$ cat src/rtl/fb_read_scheduler.sv
// rtl/fb_read_scheduler.sv - shares one frame-buffer RAM between display prefetch (priority) and a writer
// Optional: FB_UNDERFLOW_REPEAT_EN holds the last valid pixel on underflow instead of driving 0.
module fb_read_scheduler #(
  parameter int HACTIVE = 640,
  parameter int VACTIVE = 480,
  parameter int AW      = 19,
  parameter int DW      = 8,
  parameter int FDEPTH  = 4
) (
  input  logic          vgaClk,
  input  logic          rst,
  input  logic          frameStart,
  input  logic          pixReq,
  output logic [DW-1:0] pixData,
  output logic          pixValid,
  output logic          underflow,
  input  logic          wrValid,
  output logic          wrReady,
  input  logic [AW-1:0] wrAddr,
  input  logic [DW-1:0] wrData,
  output logic          memEn,
  output logic          memWe,
  output logic [AW-1:0] memAddr,
  output logic [DW-1:0] memWdata,
  input  logic [DW-1:0] memRdata
);
  localparam int NPIX = HACTIVE * VACTIVE;
  localparam int PW   = (FDEPTH > 1) ? $clog2(FDEPTH) : 1;
  localparam int CW   = $clog2(FDEPTH + 1);

  typedef enum logic [1:0] {IDLE, FILL, RUN} state_t;
  state_t state_q, state_d;

  logic [AW-1:0] rd_addr_q;
  logic [CW-1:0] occ_q;
  logic [PW-1:0] wptr_q, rptr_q;
  logic [DW-1:0] fifo_q [FDEPTH];
  logic          rd_s1_q, rd_s2_q, keep2_q;
  logic          mem_en_q, mem_we_q;
  logic [AW-1:0] mem_addr_q;
  logic [DW-1:0] mem_wdata_q, pix_data_q;
  logic          pix_valid_q, underflow_q;

  logic [1:0]    inflight;
  logic [CW:0]   level;
  logic          rd_issue, wr_go, push, pop;

  // Reads are in flight from the issue edge until their data is pushed two stages later.
  assign inflight = {1'b0, rd_s1_q} + {1'b0, rd_s2_q};
  assign level    = (CW+1)'(occ_q) + (CW+1)'(inflight);
  assign push     = keep2_q & ~frameStart;
  assign pop      = pixReq & (occ_q != '0);

  always_ff @(posedge vgaClk or posedge rst) begin
    if (rst) state_q <= IDLE;
    else     state_q <= state_d;
  end

  always_comb begin
    state_d = state_q;
    case (state_q)
      IDLE:    if (frameStart) state_d = FILL;
      FILL:    if (frameStart) state_d = FILL;
               else if (level == (CW+1)'(FDEPTH)) state_d = RUN;
      RUN:     if (frameStart) state_d = FILL;
      default: state_d = IDLE;
    endcase
  end

  always_comb begin
    rd_issue = (state_q != IDLE) && !frameStart && (level < (CW+1)'(FDEPTH));
    wrReady  = !rst && !rd_issue;
    wr_go    = wrValid && !rd_issue;
  end

  always_ff @(posedge vgaClk or posedge rst) begin
    if (rst) begin
      rd_addr_q   <= '0;
      occ_q       <= '0;
      wptr_q      <= '0;
      rptr_q      <= '0;
      rd_s1_q     <= 1'b0;
      rd_s2_q     <= 1'b0;
      keep2_q     <= 1'b0;
      mem_en_q    <= 1'b0;
      mem_we_q    <= 1'b0;
      mem_addr_q  <= '0;
      mem_wdata_q <= '0;
      pix_data_q  <= '0;
      pix_valid_q <= 1'b0;
      underflow_q <= 1'b0;
    end else begin
      mem_en_q <= rd_issue | wr_go;
      mem_we_q <= wr_go;
      if (rd_issue)   mem_addr_q <= rd_addr_q;
      else if (wr_go) mem_addr_q <= wrAddr;
      if (wr_go) mem_wdata_q <= wrData;

      // A frame restart lets in-flight reads drain but drops their data.
      rd_s1_q <= rd_issue;
      rd_s2_q <= rd_s1_q;
      keep2_q <= rd_s1_q & ~frameStart;

      if (frameStart) begin
        rd_addr_q <= '0;
        occ_q     <= '0;
        wptr_q    <= '0;
        rptr_q    <= '0;
      end else begin
        if (rd_issue)
          rd_addr_q <= (rd_addr_q == AW'(NPIX - 1)) ? '0 : rd_addr_q + AW'(1);
        if (push)
          wptr_q <= (wptr_q == PW'(FDEPTH - 1)) ? '0 : wptr_q + PW'(1);
        if (pop)
          rptr_q <= (rptr_q == PW'(FDEPTH - 1)) ? '0 : rptr_q + PW'(1);
        occ_q <= occ_q + CW'(push) - CW'(pop);
      end

      if (pop) begin
        pix_valid_q <= 1'b1;
        pix_data_q  <= fifo_q[rptr_q];
      end else if (pixReq) begin
        pix_valid_q <= 1'b0;
        underflow_q <= 1'b1;
`ifdef FB_UNDERFLOW_REPEAT_EN
        pix_data_q  <= pix_data_q;
`else
        pix_data_q  <= '0;
`endif
      end else begin
        pix_valid_q <= 1'b0;
      end
    end
  end

  always_ff @(posedge vgaClk) begin
    if (push) fifo_q[wptr_q] <= memRdata;
  end

  assign memEn     = mem_en_q;
  assign memWe     = mem_we_q;
  assign memAddr   = mem_addr_q;
  assign memWdata  = mem_wdata_q;
  assign pixData   = pix_data_q;
  assign pixValid  = pix_valid_q;
  assign underflow = underflow_q;
endmodule

$ cat config.mk
export PLATFORM = sky130hd
export DESIGN_NAME = fb_read_scheduler
export DESIGN_NICKNAME = d
export VERILOG_FILES = /design/src/rtl/fb_read_scheduler.sv
export SDC_FILE = /design/constraint.sdc
export NUM_CORES = 1
export LEC_CHECK = 0
export BUFFER_PORTS_ARGS = -buffer_cell sky130_fd_sc_hd__buf_2
export CAP_MARGIN = 20
export CELL_PAD_IN_SITES_DETAIL_PLACEMENT = 0
export CELL_PAD_IN_SITES_GLOBAL_PLACEMENT = 2
export CORE_MARGIN = 10
export CORE_UTILIZATION = 37
export DETAILED_ROUTE_END_ITERATION = 6
export GPL_ROUTABILITY_DRIVEN = 0
export GPL_TIMING_DRIVEN = 0
export PLACE_DENSITY = 0.8
export SKIP_LAST_GASP = 1
export SYNTH_ARGS = -nofsm -noshare
export SYNTH_HDL_FRONTEND = slang
export SYNTH_SLANG_ARGS = --single-unit
export TNS_END_PERCENT = 5
$ cat constraint.sdc
create_clock -name vgaClk -period 2.6 [get_ports vgaClk]
set_input_delay 0.26 -clock vgaClk [delete_from_list [all_inputs] [get_ports vgaClk]]
set_output_delay 0.26 -clock vgaClk [all_outputs]
set_load 0.05 [all_outputs]
==> results of run 1 <==
==> registers in the layout, indices dropped and copies added (netlist names), 3 cells and up <==
name / cells
rd_addr_q: 19
memAddr: 19
fifo_q: 32
pixData: 8
memWdata: 8
occ_q: 3
==> through the flow <==
step | hold WS (ns) | worst slack, ns | std cells | TNS, ns | cell area, sq um
after floorplan | 0.326 | 0.108 | 349 | 0 | 4420
after global placement | 0.379 | -0.429 | 570 | -29.90 | 4990
after detailed placement | 0.370 | -0.0976 | 570 | -0.282 | 4990
after CTS | 0.116 | 0.0164 | 592 | 0 | 5380
after global routing | 0.115 | -0.117 | 591 | -1.15 | 5380
final | 0.0958 | 0.0187 | 591 | 0 | 5380
==> repair_timing <==
item / 4_1_cts / 5_1_grt
resized for setup: 14 / 2
buffers inserted: 6 / 0
setup endpoints to repair: 11 / 25
hold buffers: 0 / 0
pin swaps: 2 / 0
==> cell families after synthesis <==
kind of cell    synth area share [%]
buf+inv                         3.23
compound gates                  9.69
xor+xnor                        1.19
simple gates                    10.1
mux                             10.9
flops                           61.4
fa+ha+maj                       3.46
==> placed cells by master, fill, tap and decap left out, types with 5 or more instances in the layout <==
| cell type | instances |
|---|---|
| buf_2 | 77 |
| dfrtp_1 | 70 |
| o21ai_0 | 32 |
| edfxtp_1 | 32 |
| nand2_1 | 26 |
| mux2i_1 | 21 |
| nor2_1 | 16 |
| a21oi_1 | 15 |
| clkbuf_1 | 10 |
| inv_1 | 10 |
| a22o_1 | 10 |
| nand3_1 | 9 |
| a31oi_1 | 9 |
| clkbuf_16 | 9 |
| buf_4 | 8 |
| mux4_2 | 8 |
| mux2_2 | 8 |
| ha_1 | 8 |
| and2_1 | 5 |
==> cell type report <==
cell class / instances / area share, %
multi-input combinational: 215 / 29.4
buffer: 15 / 1.74
sequential: 102 / 50.4
timing repair buffer: 84 / 8.21
tap: 143 / 3.33
clock inverter: 7 / 1.44
clock buffer: 9 / 4.19
inverter: 16 / 1.26
==> power breakdown <==
| part | switching (mW) | internal [mW] |
|---|---|---|
| sequential | 0.182 | 1.96 |
| clock | 0.651 | 0.683 |
| combinational | 1.46 | 0.679 |
| total | 2.29 | 3.32 |
==> path summary, 6_finish.rpt <==
kind / from / to / slack (ns) / cells after the start
max: rd_s1_q / wrReady / 0.02 / 12
min: rst / pixData[2] / 0.1 / 2
max reg2reg: rd_s1_q / rd_addr_q[15] / 0.08 / 12
min reg2reg: rd_s1_q / rd_s2_q / 0.42 / 0
max in group asynchronous: rst / pixData[6] / 1.91 / 2
min in group vgaClk: memRdata[1] / fifo_q[0][1] / 0.12 / 1
==> metal layers <==
layer	routed length (um)	GRT usage, %	up-vias
li1	-	-	1455
met1	4090	14.2	1386
met2	4840	20.6	70
met3	692	3.67	8
met4	128	4.21	0
met5	0	0	-
==> run_results.csv, run 1 <==
group,metric,value,unit
setup_path,critPathRequiredTime,2.34,ns
setup_path,crit_family,"buffers and inverters",
setup_path,slowest_stage,"dfrtp_1",
drt,firstDrtPassIters,4,
global_routing,grt_start_max_net_pins,71,
yosys,yosys.area.top_type,"dfrtp_1",
sta,setup-violations-final,0,
sta,maxSlewViolCount,0,
global_routing,grt_overflow,0,
pwr,ir_worst_vdd,0.410,mV
setup_path,worst_path_largest_cell_delay,0.38,ns
yosys,syn_nets,400,
global_routing,grtUsageTotal,12.1,%
run,cap_violations,0,
cells_and_area,fillers,1098,
cells_and_area,fin_util,46.5,%
cells_and_area,diodes,0,
yosys,async_flop_share,68.6,%
floorplan,initial_core_util,38.2,%
global_routing,antenna_found_initial,0,
floorplan,rows,39,
setup_path,worstPathMaxFanout,4,
sta,period_share,99.3,%
sta,hold_violations,0,
setup_path,cp_cell_sequence,"inv_2 -> fa_2 -> inv_2 -> ha_4 -> xor2_1 -> or3_1 -> buf_6 -> clkinv_4 -> buf_8 -> buf_8 -> nor2_2 -> buf_6",
setup_path,end_kind,"output port",
sta,fmax,387,MHz
cells_and_area,fin_nets,494,
global_routing,grt_pass1_wl,15.8,mm
cells_and_area,ff_latch_area,2710,sq um
yosys,synthTopCellsByCount,"dfrtp_1, edfxtp_1, o21ai_0",
floorplan,dieArea,16700,sq um
global_routing,first_global_vias,3009,
cells_and_area,layout-drive-gt1-share,29.9,%
yosys,seq_area_frac_synth,61.4,%
cts,clock_sinks,102,
setup_path,crit_buf_inv,7,
drt,wirelength,9.75,mm
pwr,pwr_density_cell,1040,nW/um^2
sta,fin_worst_skew,0.00772,ns
floorplan,pin_count,80,
sta,period_needed,2.58,ns
setup_path,arrival,2.32,ns
drt,ant_nets,0,
setup_path,worstSetupPathType,"reg2out",
yosys,syn_inst,349,
floorplan,die-width,129,um
cts,htreeDepth,3,
sta,slew-limit-headroom,41.8,%
yosys,synth_edf_count,32,
floorplan,coreArea,11600,sq um
yosys,synth.distinct_cells,43,
yosys,yosysMostFrequentCell,"dfrtp_1",
run_status,status,"completed",
drt,drt_iter0_markers,192,
yosys,ys_top_cells_by_area,"dfrtp_1, edfxtp_1, mux2i_1, mux4_2, o21ai_0",
yosys,synth.avg_cell_area,12.7,sq um
pwr,p_total,5.61,mW
yosys,netlist.area_leader.share,39.7,%
drt,drcViolationCount,0,
yosys,ys_seq_elements,102,
min_path,hp-class,"in2async",
placed_design,port_buffers,78,
cells_and_area,multi_input_area,1580,sq um
sta,rsz0062_at_grt,"yes",
yosys,synth_warnings,0,
setup_path,start_kind,"register",
pwr,p_leak,2.34,nW
floorplan,die-height,129,um
yosys,synth_ff_type,"dfrtp_1",
cts,cts_tree,"done",
drt,avgRoutedWirePerCell,16.5,um
cts,numCtsBuffers,9,
sta,tightest_slew,0.872,ns
cts,cts_root_buf,"clkbuf_16",
drt,viasPerCell,4.94,
yosys,syn-cell-area,4420,sq um
cts,cts_max_path_buffers,2,
drt,vias,2919,
cells_and_area,syn2layout_area_growth,21.8,%
cts,clk_pin_slew,0.07,ns
cts,insertion_delay,0.35,ns
placed_design,dp_hpwl,6.75,mm
No activity file was read; power rests on OpenSTA's default activity.
==> run 2: changes to the inputs <==
PLACE_DENSITY = 0.82   (was 0.8)
RECOVER_POWER = 25   (was not set)
==> run_results.csv, run 2 (same netlist as run 1, synthesis figures left out) <==
group,metric,value,unit
run_status,status,"completed",
cts,cts_tree,"done",
floorplan,die-height,129,um
sta,fmax,398,MHz
cts,clock_sinks,102,
cells_and_area,layout-drive-gt1-share,29.2,%
cells_and_area,syn2layout_area_growth,24.5,%
sta,tightest_slew,0.846,ns
pwr,swShare,39.9,%
sta,maxSlewViolCount,0,
pwr,p_sw,2.31,mW
cells_and_area,multi_input_area,1600,sq um
setup_path,slowest_stage,"or3_1",
sta,hold_violations,0,
setup_path,cp_cell_sequence,"inv_2 -> fa_2 -> inv_2 -> ha_4 -> xor2_2 -> or3_1 -> buf_6 -> inv_8 -> buf_8 -> nor2_2 -> buf_6",
pwr,p_leak,2.38,nW
floorplan,initial_core_util,38.2,%
sta,rsz0062_at_grt,"yes",
drt,wirelength,9.92,mm
run,cap_violations,0,
cells_and_area,fillers,1082,
cts,cts_root_buf,"clkbuf_16",
sta,fin_worst_skew,0.00883,ns
placed_design,port_buffers,78,
setup_path,start_kind,"register",
floorplan,pin_count,80,
cts,htreeDepth,3,
global_routing,grt_pass1_wl,16.8,mm
min_path,hp-class,"in2reg",
setup_path,worstPathMaxFanout,5,
cells_and_area,diodes,0,
cts,clk_pin_slew,0.08,ns
cells_and_area,fin_cells,599,
pwr,ir_worst_vdd,0.583,mV
setup_path,crit_family,"buffers and inverters",
pwr,pwr_density_cell,1050,nW/um^2
sta,slew-limit-headroom,43.6,%
placed_design,placed_area,5020,sq um
cells_and_area,final_common_cell,"dfrtp_1",
drt,avgRoutedWirePerCell,16.6,um
floorplan,die-width,129,um
setup_path,worstSetupPathType,"reg2out",
cts,cts_max_path_buffers,2,
setup_path,ff2ff_setup_slack,0.12,ns
floorplan,rows,39,
drt,ant_nets,0,
sta,setup-violations-final,0,
drt,drcViolationCount,0,
cells_and_area,most-common-layout-cells,"dfrtp_1, buf_2, o21ai_0, edfxtp_1, nand2_1",
pwr,clkPwrFrac,24.5,%
setup_path,crit_buf_inv,6,
cts,numCtsBuffers,9,
global_routing,grt_overflow,0,
sta,period_needed,2.51,ns
pwr,pwr-share-comb,38.5,%
global_routing,grt_start_max_net_pins,57,
drt,firstDrtPassIters,4,
floorplan,coreArea,11600,sq um
floorplan,dieArea,16700,sq um
sta,period_share,96.6,%
setup_path,arrival,2.25,ns
setup_path,worst_path_largest_cell_delay,0.38,ns
drt,vias,3002,
drt,drt_iter0_markers,167,
pwr,p_seq_share,37.0,%
cts,insertion_delay,0.35,ns
cells_and_area,ff_latch_area,2710,sq um
global_routing,first_global_vias,3234,
drt,viasPerCell,5.01,
cells_and_area,largest_reg_flops,32,
setup_path,critPathRequiredTime,2.34,ns
cells_and_area,fin_nets,502,
placed_design,dp_hpwl,7.02,mm
global_routing,antenna_found_initial,1,
global_routing,grtUsageTotal,12.7,%
setup_path,end_kind,"output port",
pwr,power.internal,3.47,mW
placed_design,placed_cells,571,
cells_and_area,regMostFlops,"fifo_q",
cells_and_area,final_area,5500,sq um
## run 2: cell count changes in the layout (fill, tap and decap cells not counted), moves of 2 or more
cell and delta:
buf_6 +2, clkinv_4 -2, buf_2 -8, clkbuf_1 +8, buf_4 +4
## run 2: final timing paths
| path | from | to | cells past startpoint |
|---|---|---|---|
| setup / recovery | rd_s1_q | wrReady | 11 |
| hold / removal | wrData[0] | memWdata[0] | 2 |
| setup reg to reg | rd_s1_q | memWdata[2] | 11 |
| hold reg to reg | rd_s1_q | rd_s2_q | 0 |
| max in group asynchronous | rst | memAddr[2] | 4 |
| min in group asynchronous | rst | underflow | 3 |
## run 2: what timing repair did
| action | 4_1_cts | 5_1_grt |
|---|---|---|
| endpoints found under the setup margin | 13 | 27 |
| hold buffers | 1 | 0 |
| setup buffers | 6 | 7 |
| endpoints found under the hold margin | 14 | 0 |
| pin swaps | 0 | 2 |
| gates resized for setup | 10 | 10 |
## run 2: worst reg2reg max path: stages, from the launching register on
cell and delay, ns:
dfrtp_1 0.36, inv_2 0.05, fa_2 0.36, inv_2 0.08
ha_4 0.13, xor2_2 0.06, or3_1 0.38, buf_6 0.15
buf_12 0.12, buf_4 0.14, nand2_2 0.18, mux2_2 0.37
## run 2: power by group through the flow
stage	sequential (mW)	clock, mW	combinational, mW
2_1_floorplan	2.91	0	0.794
3_3_place_gp	2.16	0	2.05
3_5_place_dp	2.17	0	2.07
4_1_cts	2.14	1.45	2.20
5_1_grt	2.19	1.52	2.42
6_report	2.14	1.42	2.23
## run 2: through the flow
step	hold WS, ns	total power [mW]	worst slack [ns]	util, %	setup TNS [ns]
CTS	0.115	5.79	-0.0226	47.0	-0.133
global placement	0.365	4.21	-0.468	43.1	-32.72
finish	0.138	5.78	0.0884	47.5	0
global route	0.132	6.12	-0.0429	47.5	-0.366
detailed placement	0.226	4.24	-0.135	43.4	-0.553
floorplan	0.326	3.70	0.108	-	0
## run 2: cell type report
cell class | instances | share of cell area (%)
sequential | 102 | 49.4
multi-input combinational | 215 | 29.1
timing repair buffer | 93 | 9.72
clock buffer | 9 | 4.10
tap | 143 | 3.26
clock inverter | 7 | 1.64
buffer | 14 | 1.57
inverter | 16 | 1.28
## run 2: metal layers
metal	vias to the layer above	routed length (um)	GRT usage, %
li1	1463	-	-
met1	1460	4240	15.2
met2	69	4860	21.5
met3	10	671	3.38
met4	0	140	5.02
met5	-	0	0
==> run 3: changes to the inputs <==
ABC_AREA = 1   (was not set)
CORE_UTILIZATION = 34   (was 37)
GPL_TIMING_DRIVEN = not set   (was 0)
SKIP_CTS_REPAIR_TIMING = 1   (was not set)
==> run_results.csv, run 3 <==
group,metric,value,unit
sta,period_share,92.0,%
yosys,synth.distinct_cells,33,
drt,ant_nets,0,
floorplan,initial_core_util,34.8,%
yosys,synth.avg_cell_area,9.12,sq um
yosys,async_flop_share,68.6,%
pwr,ir_worst_vdd,0.342,mV
placed_design,placed_cells,755,
cells_and_area,most-common-layout-cells,"nand2_1, buf_2, dfrtp_1",
yosys,ys_seq_elements,102,
setup_path,worstPathMaxFanout,6,
sta,rsz0062_at_grt,"no",
sta,finalSetupTns,0,ns
drt,viasPerCell,4.61,
yosys,syn-cell-area,4610,sq um
floorplan,dieArea,18600,sq um
setup_path,crit_family,"adder cells",
drt,wirelength,11.2,mm
setup_path,worstSetupPathType,"reg2out",
sta,fmax,418,MHz
cells_and_area,diodes,0,
floorplan,rows,42,
cts,cts_max_path_buffers,2,
floorplan,die-width,136,um
global_routing,grtUsageTotal,12.2,%
cts,htreeDepth,3,
sta,hold_violations,0,
yosys,ys_top_cells_by_area,"dfrtp_1, edfxtp_1, nand2_1, nand3_1, inv_1",
floorplan,coreArea,13200,sq um
cts,cts_tree,"done",
yosys,yosysMostFrequentCell,"nand2_1",
min_path,hp-class,"in2reg",
sta,slew-limit-headroom,-19.4,%
setup_path,ff2ff_setup_slack,0.32,ns
drt,vias,3553,
cells_and_area,largest_reg_flops,32,
drt,drt_iter0_markers,174,
placed_design,port_buffers,79,
drt,drcViolationCount,0,
setup_path,start_kind,"register",
setup_path,worst_path_largest_cell_delay,0.41,ns
placed_design,place_ws,0.292,ns
setup_path,slowest_stage,"fa_1",
global_routing,first_global_vias,3442,
sta,fin_worst_skew,0.00929,ns
sta,period_needed,2.39,ns
yosys,yosys.area.top_type,"dfrtp_1",
cts,clk_pin_slew,0.07,ns
cts,numCtsBuffers,9,
setup_path,cp_cell_sequence,"inv_1 -> fa_1 -> inv_1 -> ha_1 -> xnor2_1 -> nand3b_4 -> inv_4 -> nor2_1 -> buf_2",
floorplan,pin_count,80,
global_routing,grt_overflow,0,
yosys,syn_nets,557,
setup_path,arrival,2.13,ns
cells_and_area,syn2layout_area_growth,18.6,%
cells_and_area,final_common_cell,"nand2_1",
sta,setup-violations-final,0,
cells_and_area,regMostFlops,"fifo_q",
cells_and_area,fillers,1383,
yosys,synthTopCellsByCount,"nand2_1, dfrtp_1, inv_1",
setup_path,critPathRequiredTime,2.34,ns
placed_design,dp_hpwl,8.30,mm
yosys,synth_edf_count,32,
run_status,violations,"capacitance limit, slew limit",
sta,setup_ws,0.209,ns
setup_path,end_kind,"output port",
cells_and_area,fin_cells,771,
run_status,status,"finished with violations",
yosys,seq_area_frac_synth,58.8,%
yosys,synth_warnings,0,
global_routing,grt_start_max_net_pins,71,
cts,cts_root_buf,"clkbuf_16",
drt,firstDrtPassIters,4,
sta,tightest_slew,1.79,ns
cells_and_area,fin_nets,641,
drt,avgRoutedWirePerCell,14.5,um
run,cap_violations,1,
yosys,netlist.area_leader.share,38.0,%
sta,maxSlewViolCount,71,
cts,clock_sinks,102,
cells_and_area,layout-drive-gt1-share,17.6,%
setup_path,cpMostUsedCell,"inv_1",
cts,insertion_delay,0.35,ns
pwr,p_leak,2.61,nW
pwr,pwr_density_cell,982,nW/um^2
global_routing,grt_pass1_wl,17.9,mm
yosys,syn_inst,506,
floorplan,die-height,136,um
yosys,synth_ff_type,"dfrtp_1",
setup_path,crit_buf_inv,4,
global_routing,antenna_found_initial,0,
[run 3: changes by cell type after synthesis, moves of 5 or more]
cell,change
nand2_1,+158
nand3_1,+37
inv_1,+33
mux2i_1,-21
nor2_1,+11
a22o_1,-10
a31oi_1,-9
o21ai_0,-9
mux2_2,-8
mux4_2,-8
and2_1,-5
o21ai_1,+5
[run 3: path summary, 6_finish.rpt]
path | from | cells after the start | to
min in group asynchronous | rst | 3 | state_q[1]
max in group asynchronous | rst | 3 | pixData[7]
min reg2reg | rd_s1_q | 0 | rd_s2_q
max | occ_q[0] | 9 | wrReady
max reg2reg | occ_q[0] | 11 | memAddr[1]
min | wrData[0] | 3 | memWdata[0]
[run 3: metal layers]
metal  vias up  global-route usage, %  part of all wire (%)
met3        12                   2.92                   5.8
met4         0                   4.62                   1.5
met1      1672                   16.9                    49
li1       1787                      -                     -
met2        82                   18.0                    44
met5         -                      0                     0
[run 3: cells by family (layout without fill, tap and decap cells)]
| group | after synthesis | in the layout | share of synthesized area, % |
|---|---|---|---|
| AND/OR/NAND/NOR | 270 | 270 | 24.5 |
| flip-flops | 102 | 102 | 58.8 |
| buffers and inverters | 67 | 156 | 6.24 |
| AO/OA/AOI/OAI | 46 | 46 | 5.21 |
| adder cells (fa/ha/maj) | 11 | 11 | 3.31 |
| XOR/XNOR | 10 | 10 | 1.90 |
[run 3: layout make-up]
class                      count  area (sq um)  area share [%]
multi-input combinational    337          1610            29.5
clock inverter                 6          43.8           0.800
clock buffer                  10           239            4.37
timing repair buffer          87           442            8.07
inverter                      53           201            3.68
tap                          176           220            4.02
sequential                   102          2710            49.6
[run 3: tightest hold or removal path: cells and delay by family]
kind	cells	cell delay, ns
and+or+nand+nor	2	0.09
buffers and inverters	1	0.08
[run 3: stage by stage]
step	power (mW)	hold slack, ns	cell area (sq um)	util (%)
after CTS	5.45	0.110	5490	41.4
after global placement	4.13	0.364	5200	39.3
final	5.37	0.124	5470	41.3
after global routing	5.72	0.111	5470	41.3
after floorplan	3.64	0.325	4610	-
after detailed placement	4.16	0.365	5200	39.3
[run 3: power by group]
group	total, mW	leakage [nW]	internal, mW	switching, mW
clock network	1.28	0.145	0.682	0.595
registers	2.13	1.20	1.96	0.171
logic	1.97	1.27	0.461	1.51
total	5.37	2.61	3.10	2.27
